$ cat src/rtl/tx_dpdm.sv
// Bus-side USB transmitter: drives SYNC, the NRZI body from tx_nrzi, then EOP (SE0, SE0, J).
// The body length is latched from the request type when the packet is accepted.
module tx_dpdm #(
    parameter int unsigned DATA_BITS   = 88,
    parameter int unsigned HSHAKE_BITS = 8
) (
    input  logic       clk,
    input  logic       rst,
    input  logic       send_data,
    input  logic       send_hshake,
    input  logic       abort,
    input  logic       s_in,
    output logic       start_tx_nrzi,
    output logic       bit_req,
    output logic       end_tx_nrzi,
    output logic [1:0] bus_out,
    output logic       enable,
    output logic       busy,
    output logic       tx_done
);

    localparam logic [1:0] LineJ   = 2'b10;
    localparam logic [1:0] LineK   = 2'b01;
    localparam logic [1:0] LineSe0 = 2'b00;

    localparam logic [6:0] DataLen   = 7'(DATA_BITS);
    localparam logic [6:0] HshakeLen = 7'(HSHAKE_BITS);

    typedef enum logic [2:0] {
        StIdle,
        StSync,
        StSend,
        StEop1,
        StEop2,
        StEop3
    } state_e;

    state_e     state_q, state_d;
    logic [6:0] cnt_q, cnt_d;
    logic [6:0] total_q, total_d;

    always_ff @(posedge clk) begin
        if (rst) begin
            state_q <= StIdle;
            cnt_q   <= 7'd0;
            total_q <= 7'd0;
        end else begin
            state_q <= state_d;
            cnt_q   <= cnt_d;
            total_q <= total_d;
        end
    end

    always_comb begin
        state_d       = state_q;
        cnt_d         = cnt_q;
        total_d       = total_q;
        start_tx_nrzi = 1'b0;
        bit_req       = 1'b0;
        end_tx_nrzi   = 1'b0;
        tx_done       = 1'b0;
        enable        = 1'b0;
        bus_out       = LineJ;

        unique case (state_q)
            StIdle: begin
                if (send_hshake || send_data) begin
                    // Handshake wins when both requests are present.
                    total_d       = send_hshake ? HshakeLen : DataLen;
                    start_tx_nrzi = 1'b1;
                    cnt_d         = 7'd0;
                    state_d       = StSync;
                end
            end
            StSync: begin
                enable  = 1'b1;
                // KJKJKJKK: odd indices are J except the final K at index 7.
                bus_out = (cnt_q[0] && cnt_q != 7'd7) ? LineJ : LineK;
                cnt_d   = cnt_q + 7'd1;
                if (cnt_q == 7'd7) begin
                    cnt_d   = 7'd0;
                    state_d = StSend;
                end
            end
            StSend: begin
                enable  = 1'b1;
                bus_out = s_in ? LineJ : LineK;
                bit_req = 1'b1;
                cnt_d   = cnt_q + 7'd1;
                if (cnt_q == total_q - 7'd1) begin
                    end_tx_nrzi = 1'b1;
                    cnt_d       = 7'd0;
                    state_d     = StEop1;
                end
            end
            StEop1: begin
                enable  = 1'b1;
                bus_out = LineSe0;
                state_d = StEop2;
            end
            StEop2: begin
                enable  = 1'b1;
                bus_out = LineSe0;
                state_d = StEop3;
            end
            StEop3: begin
                enable  = 1'b1;
                bus_out = LineJ;
                tx_done = 1'b1;
                state_d = StIdle;
            end
            default: begin
                state_d = StIdle;
                cnt_d   = 7'd0;
            end
        endcase

        // An aborted packet must not signal completion to either side.
        if (abort) begin
            state_d       = StIdle;
            cnt_d         = 7'd0;
            start_tx_nrzi = 1'b0;
            end_tx_nrzi   = 1'b0;
            tx_done       = 1'b0;
        end
    end

    assign busy = (state_q != StIdle);

endmodule

$ cat config.mk
export PLATFORM = sky130hd
export DESIGN_NAME = tx_dpdm
export DESIGN_NICKNAME = d
export VERILOG_FILES = /design/src/rtl/tx_dpdm.sv
export SDC_FILE = /design/constraint.sdc
export NUM_CORES = 1
export LEC_CHECK = 0
export CORE_MARGIN = 2
export CORE_UTILIZATION = 54
export DETAILED_ROUTE_END_ITERATION = 12
export GPL_TIMING_DRIVEN = 1
export PLACE_DENSITY = 0.88
export SYNTH_ARGS = -nofsm -noshare
export SYNTH_HDL_FRONTEND = slang
export SYNTH_SLANG_ARGS = --single-unit
export TNS_END_PERCENT = 20
$ cat constraint.sdc
create_clock -name clk -period 3.9 [get_ports clk]
set_clock_uncertainty 0.2 [all_clocks]
set_input_delay 0.39 -clock clk [delete_from_list [all_inputs] [get_ports clk]]
set_output_delay 0.39 -clock clk [all_outputs]
set_load 0.02 [all_outputs]
==> metrics.md, run 1 <==
| Metric | Value |
|---|---|
| Vias post-DR | `834` |
| Largest net degree at the start of global routing | `15` |
| # H-tree levels | `1` |
| Asr flop ratio synth | `0` |
| Post-route ant nets | `0` |
| Unrepaired setup endpoints after global routing | `no` |
| Status | `completed` |
| Critical R2R Launch | `state_q[1]` |
| Post-DP HPWL | `1363 um` |
| Crit path cell chain | `inv_1 -> ha_1 -> xor2_1 -> nor3_1 -> nand2_1 -> nor3_1 -> clkdlybuf4s50_1` |
| Post-synth EDFFs | `0` |
| Crit path DAT | `2.29 ns` |
| Min-delay src | `total_q[3]` |
| Post-Place Cells | `134` |
| Distinct cells, synth | `33` |
| Clk_lat worst skew | `between 0.2 and 0.3 ns` |
| Global placement routability congestion | `0.7584` |
| Yosys warning total | `0` |
| Crit path time final | `2.881 ns` |
| Final Hold Fails | `0` |
| First-pass GRT wire length | `3153 um` |
| Via-to-Cell Ratio | `6.043` |
| Max-cap violations | `0` |
| Final Setup Violations | `0` |
| Register area | `240.2 sq um` |
| Top FF cell, synth | `dfxtp_1` |
| Worst-Margin Slew | `roughly 0.55 ns` |
| Initial Utilization | `0.5968` |
| Pleak | `0.0003522 uW` |
| DRC | `0` |
| Setup crit end kind | `output port` |
| Hold EP | `total_q[3]` |
| Clock slew at reported path FFs | `0.08 ns` |
| Buffers on Ports | `13` |
| Worst EP required | `3.31 ns` |
| Area grow syn2layout | `20.50%` |
| Share of the synthesized area in the top cell type | `0.2981` |
| Period utilisation layout | `0.7386` |
| Final non-filler cell total | `138` |
| Postcts setup bufs | `0` |
| Maximum vdd drop | `0.2090 mV` |
| Initial antenna violation count | `0` |
| Post-CTS sizing | `0` |
| Std-Cell Rows | `13` |
| CTS root buf | `clkbuf_4` |
| CTS Buf Count | `3` |
| Commonest cells in the netlist | `nand2_1, nor2_1, dfxtp_1, a21oi_1` |
| Worst Path Buf+Inv | `2` |
| PD cells | `290.1 nW/um^2` |
| Worst-path fanout max | `3` |
| Initial DRC count | `32` |
| R2R depth | `5` |
| Routed len/inst | `13.07 um` |
| Total global routing overflow | `0` |
| CP top delay family | `buffers and inverters` |
| Die area | `1817 sq um` |
| Clock buffer depth | `2` |
| CP peak stage delay | `0.65 ns` |
| Drt first pass iters | `4` |
| CP max stage cell | `clkdlybuf4s50_1` |
| Worst Hold Class | `flop to flop` |
| Flops & latches, synth | `12` |
| Top cell by count, worst path | `nor3_1` |
| Hold path depth | `2` |
| Vias in the first global route | `722` |
| Ports | `14` |
| Sink Count | `12` |
| Reg2reg setup slack | `1.82 ns` |
| Detailed Route WL | `1803 um` |
| Core footprint | `1350 sq um` |
| Crit start category | `flop` |
| Sequential-to-total area share from yosys stat | `0.2981` |
| Die W | `42.63 um` |
| F_max | `0.3471 GHz` |
| Cts hold-fix bufs | `0` |
| Mapped cell area | `805.8 sq um` |
| Max_slew headroom | `0.6288` |
| Layout cell share with drive strength beyond 1 | `0.08130` |
| Synth Area per Inst | `7.259 sq um` |
| Gr usage total | `0.2210` |
| Diodes inserted | `0` |
| Slew Limit Fails | `0` |
| Synth area leaders | `dfxtp_1, nand2_1, nor2_1` |
| Syn_nets | `120` |
| Final nets | `between 100 and 150` |
| Multi-input gate area | `about 520 sq um` |
| Final TNS setup | `0 ns` |
| Biggest area consumer among synthesized cells | `dfxtp_1` |
| Fillers | `110` |
| Reg-to-reg endpoint | `cnt_q[6]` |
| TritonCTS clock tree | `done` |
| Synthesized instance count | `111` |
| Die Y | `~43 um` |
| Kind of critical path | `flop to output port` |
worst max-delay path by stage:
stage	end	cells past startpoint	from	slack, ns
after floorplan	end_tx_nrzi	6	total_q[3]	1.77
after global placement	bus_out[1]	6	cnt_q[4]	1.36
after detailed placement	bus_out[0]	5	cnt_q[4]	1.31
after CTS	bus_out[0]	5	cnt_q[4]	1.01
after global routing	end_tx_nrzi	7	total_q[3]	0.82
final	end_tx_nrzi	7	total_q[3]	1.02
sequential cells by signal (all words and copies together), names as in the netlist:
name / cells
cnt_q: 7
state_q: 3
total_q: 2
worst min-delay path, stage by stage (launching register included):
cell and delay [ns]:
dfxtp_1 0.34, inv_1 0.08, a21oi_1 0.06
per-layer routing:
| metal | wire length (um) | part of all wire | vias up | global-route usage |
|---|---|---|---|---|
| met5 | 0 | 0 | - | 0 |
| met2 | 888 | 0.49 | 29 | 0.3394 |
| met4 | 23 | 0.013 | 0 | 0.09375 |
| met1 | 803 | 0.45 | 383 | 0.3087 |
| li1 | - | - | 418 | - |
| met3 | 87 | 0.048 | 4 | 0.02586 |
cell type report:
| type | count | share of cell area |
|---|---|---|
| inverter | 6 | 0.02320 |
| timing repair buffer | 13 | 0.1340 |
| clock buffer | 4 | 0.03737 |
| tap | 15 | 0.01933 |
| sequential | 12 | 0.2474 |
| multi-input combinational | 88 | 0.5387 |
stage by stage:
step | cell area (sq um) | total power (uW) | hold slack [ns] | setup slack (ns) | utilization
after CTS | 970.9 | 283.3 | 0.3368 | 1.006 | 0.7192
final | 970.9 | 281.7 | 0.3295 | 1.019 | 0.7192
after detailed placement | 934.6 | 184.7 | 0.3248 | 1.310 | 0.6923
after floorplan | 805.8 | 163.9 | 0.2591 | 1.766 | -
after global routing | 970.9 | 296.5 | 0.3640 | 0.8154 | 0.7192
after global placement | 934.6 | 183.2 | 0.3053 | 1.360 | 0.6923
placed cells by master, fill, tap and decap left out, drive strengths merged, types with 2 or more instances in the layout:
cell / Yosys / final
clkdlybuf4s50: 0 / 13
or2: 2 / 2
a22oi: 3 / 3
clkbuf: 4 / 4
a21oi: 9 / 9
nor2: 14 / 14
a31oi: 4 / 4
nand2: 14 / 14
inv: 6 / 6
nor3: 6 / 6
xnor2: 3 / 3
ha: 3 / 3
nand3: 5 / 5
nor2b: 3 / 3
o21ai: 6 / 6
dfxtp: 12 / 12
report_power, final:
group	switching, uW	leakage [uW]	total, uW	internal, uW
combinational	27.8	0.000234	52.2	24.5
sequential	4.27	0.0000974	130	125
clock	43.1	0.0000210	99.8	56.7
total	75.1	0.000352	282	207
cells by family after synthesis:
kind of cell	synth area share
AND/OR/NAND/NOR	0.3059
AO/OA/AOI/OAI	0.2283
flip-flops	0.2981
buffers and inverters	0.05278
XOR/XNOR	0.04349
adder cells (fa/ha/maj)	0.05901
multiplexers	0.01242
Note: power is estimated with default switching activity, not from simulation.
==> run 2, diff against run 1 <==
- CORE_UTILIZATION: 54 -> 46
- PLACE_DENSITY: 0.88 -> 0.81
- clock period: 3.9 -> 2.55 ns (I/O delays scaled with it)
==> metrics.md, run 2 (synthesized netlist as in run 1, its figures left out) <==
| Metric | Value |
|---|---|
| Status | `completed` |
| First-pass GRT wire length | `3636 um (+15%)` |
| Max FFs per register | `7 (unchanged)` |
| Placed standard-cell area | `997.2 sq um (+6.7%)` |
| Core footprint | `1689 sq um (+25%)` |
| Initial antenna violation count | `0 (unchanged)` |
| Crit start category | `flop` |
| Diodes inserted | `0 (unchanged)` |
| Gr usage total | `0.2409 (+0.01989)` |
| Post-route ant nets | `0 (unchanged)` |
| Worst Hold Class | `flop to flop` |
| Sink Count | `12 (unchanged)` |
| CTS Buf Count | `3 (unchanged)` |
| Drt first pass iters | `4 (unchanged)` |
| Cts hold-fix bufs | `0 (unchanged)` |
| Vias post-DR | `869 (+4.2%)` |
| Worst-path fanout max | `5 (+2)` |
| CP max stage cell | `or4_4` |
| Post-Place Cells | `144 (+7.5%)` |
| Global placement routability congestion | `0.8482 (+12%)` |
| Die Y | `45.86 um (+7.6%)` |
| Total global routing overflow | `0 (unchanged)` |
| Slew Limit Fails | `0 (unchanged)` |
| Worst EP required | `2.10 ns (-1.21 ns)` |
| Unrepaired setup endpoints after global routing | `no` |
| Kind of critical path | `flop to output port` |
| Post-DP HPWL | `1555 um (+14%)` |
| TritonCTS clock tree | `done` |
| Final TNS setup | `0 ns (unchanged)` |
| Final Setup Violations | `0 (unchanged)` |
| Initial Utilization | `0.4770 (-0.1198)` |
| Vias in the first global route | `837 (+16%)` |
| Postcts setup bufs | `0 (unchanged)` |
| Top cell by count, worst path | `a21oi_1` |
| Worst Path Buf+Inv | `1 (-1)` |
| Via-to-Cell Ratio | `5.912 (-2.2%)` |
| Switching power | `120.7 uW (+61%)` |
| Seq pwr share | `0.488 (+0.028)` |
| Gate power share | `0.206 (+0.021)` |
| Internal Power | `286.4 uW (+39%)` |
| Final Hold Fails | `0 (unchanged)` |
| Setup crit end kind | `output port` |
| PD cells | `400.7 nW/um^2 (+38%)` |
| Die W | `45.86 um (+7.6%)` |
| Routed len/inst | `14.17 um (+8.5%)` |
| Commonest non-fill, non-tap cells in the layout | `nor2_1, nand2_1, dfxtp_1` |
| CP peak stage delay | `0.54 ns (-0.11 ns)` |
| Pleak | `0.0003948 uW (+12%)` |
| Final nets | `141 (+6.0%)` |
| Clock group share of total power | `0.306 (-0.048)` |
| Area grow syn2layout | `26.09%` |
| Reg2reg setup slack | `0.52 ns (-1.30 ns)` |
| Std-Cell Rows | `15 (+2)` |
| Max_slew headroom | `0.7179 (+0.08913)` |
| Die area | `2103 sq um (+16%)` |
| Top Registers | `cnt_q x7, state_q x3, total_q x2` |
| CTS root buf | `clkbuf_4` |
| Maximum vdd drop | `0.1849 mV (-12%)` |
| Fillers | `159 (+45%)` |
| Clock buffer depth | `2 (unchanged)` |
| Period utilisation layout | `0.9557` |
| Largest net degree at the start of global routing | `13 (-2)` |
| F_max | `0.4103 GHz` |
| Largest reg by FF count | `cnt_q` |
| Net Sw Frac | `0.2966 (+0.02986)` |
| Max-cap violations | `0 (unchanged)` |
| DRC | `0 (unchanged)` |
| Final non-filler cell total | `147 (+6.5%)` |
| Post-CTS sizing | `4 (+4)` |
| Layout cell share with drive strength beyond 1 | `0.1308 (+0.04947)` |
| Clock slew at reported path FFs | `0.08 ns (about the same)` |
| Crit path time final | `2.437 ns` |
| Initial DRC count | `21 (-34%)` |
| Final instance area | `1016 sq um (+4.6%)` |
| Buffers on Ports | `13 (unchanged)` |
| # H-tree levels | `1 (unchanged)` |
| Ports | `14 (unchanged)` |
| Crit path DAT | `1.98 ns (-0.31 ns)` |
| Clk_lat worst skew | `0.29 ns (about the same)` |
| CP top delay family | `simple AND/OR/NAND/NOR gates` |
| Worst-Margin Slew | `0.4231 ns (-0.1294 ns)` |
| Detailed Route WL | `2083 um (+16%)` |
| Crit path cell chain | `or4_4 -> o21ai_1 -> nand2_1 -> a21oi_1 -> a21oi_1 -> dlygate4sd2_1` |
-- run 2: changes by cell type in the layout (fill, tap and decap cells not counted), sizes merged --
cell and change:
clkdlybuf4s50 -3, dlygate4sd2 +3, buf +8, clkbuf -1
-- run 2: metrics by stage --
step                power (uW)  setup WS [ns]    util  hold WS [ns]
detailed placement       288.4         0.1225  0.5904        0.3210
global route             428.9        0.01587  0.6015        0.3633
global placement         285.3         0.2019  0.5904        0.3072
finish                   407.1         0.1129  0.6015        0.3285
CTS                      406.0         0.1089  0.6015        0.3336
floorplan                250.6         0.5506       -        0.1241
-- run 2: worst reg2reg max path, delay by kind of cell, from the launching register on --
family          cells  cell delay, ns
compound gates      3            0.61
flops               1            0.54
buf+inv             1            0.17
simple gates        2            0.42
-- run 2: final timing paths --
check                  start    endpoint  depth (start not counted)
setup / recovery    cnt_q[6]  bus_out[1]                          6
hold / removal    total_q[3]  total_q[3]                          2
setup reg to reg  state_q[0]    cnt_q[6]                          6
hold reg to reg   total_q[3]  total_q[3]                          2
-- run 2: power by group through the flow --
stage	clock network (uW)	registers [uW]	logic (uW)
3_5_place_dp	0	203	85.4
2_1_floorplan	0	199	51.9
6_report	125	199	83.9
5_1_grt	136	200	92.9
3_3_place_gp	0	203	82.8
4_1_cts	124	198	84.0
-- run 2: final cells by class --
cell class,count,area [sq um],area share
timing repair buffer,21,186.4,0.1835
clock buffer,3,22.52,0.02217
multi-input combinational,88,523.0,0.5148
sequential,12,240.2,0.2365
inverter,6,22.52,0.02217
tap,17,21.27,0.02094
-- run 2: per-layer routing --
| layer | wire length (um) | part of all wire | track usage | vias up |
|---|---|---|---|---|
| met4 | 35 | 0.017 | 0.1371 | 0 |
| li1 | - | - | - | 430 |
| met2 | 1060 | 0.51 | 0.3861 | 33 |
| met1 | 872 | 0.42 | 0.2936 | 402 |
| met5 | 0 | 0 | 0 | - |
| met3 | 115 | 0.055 | 0.05159 | 4 |
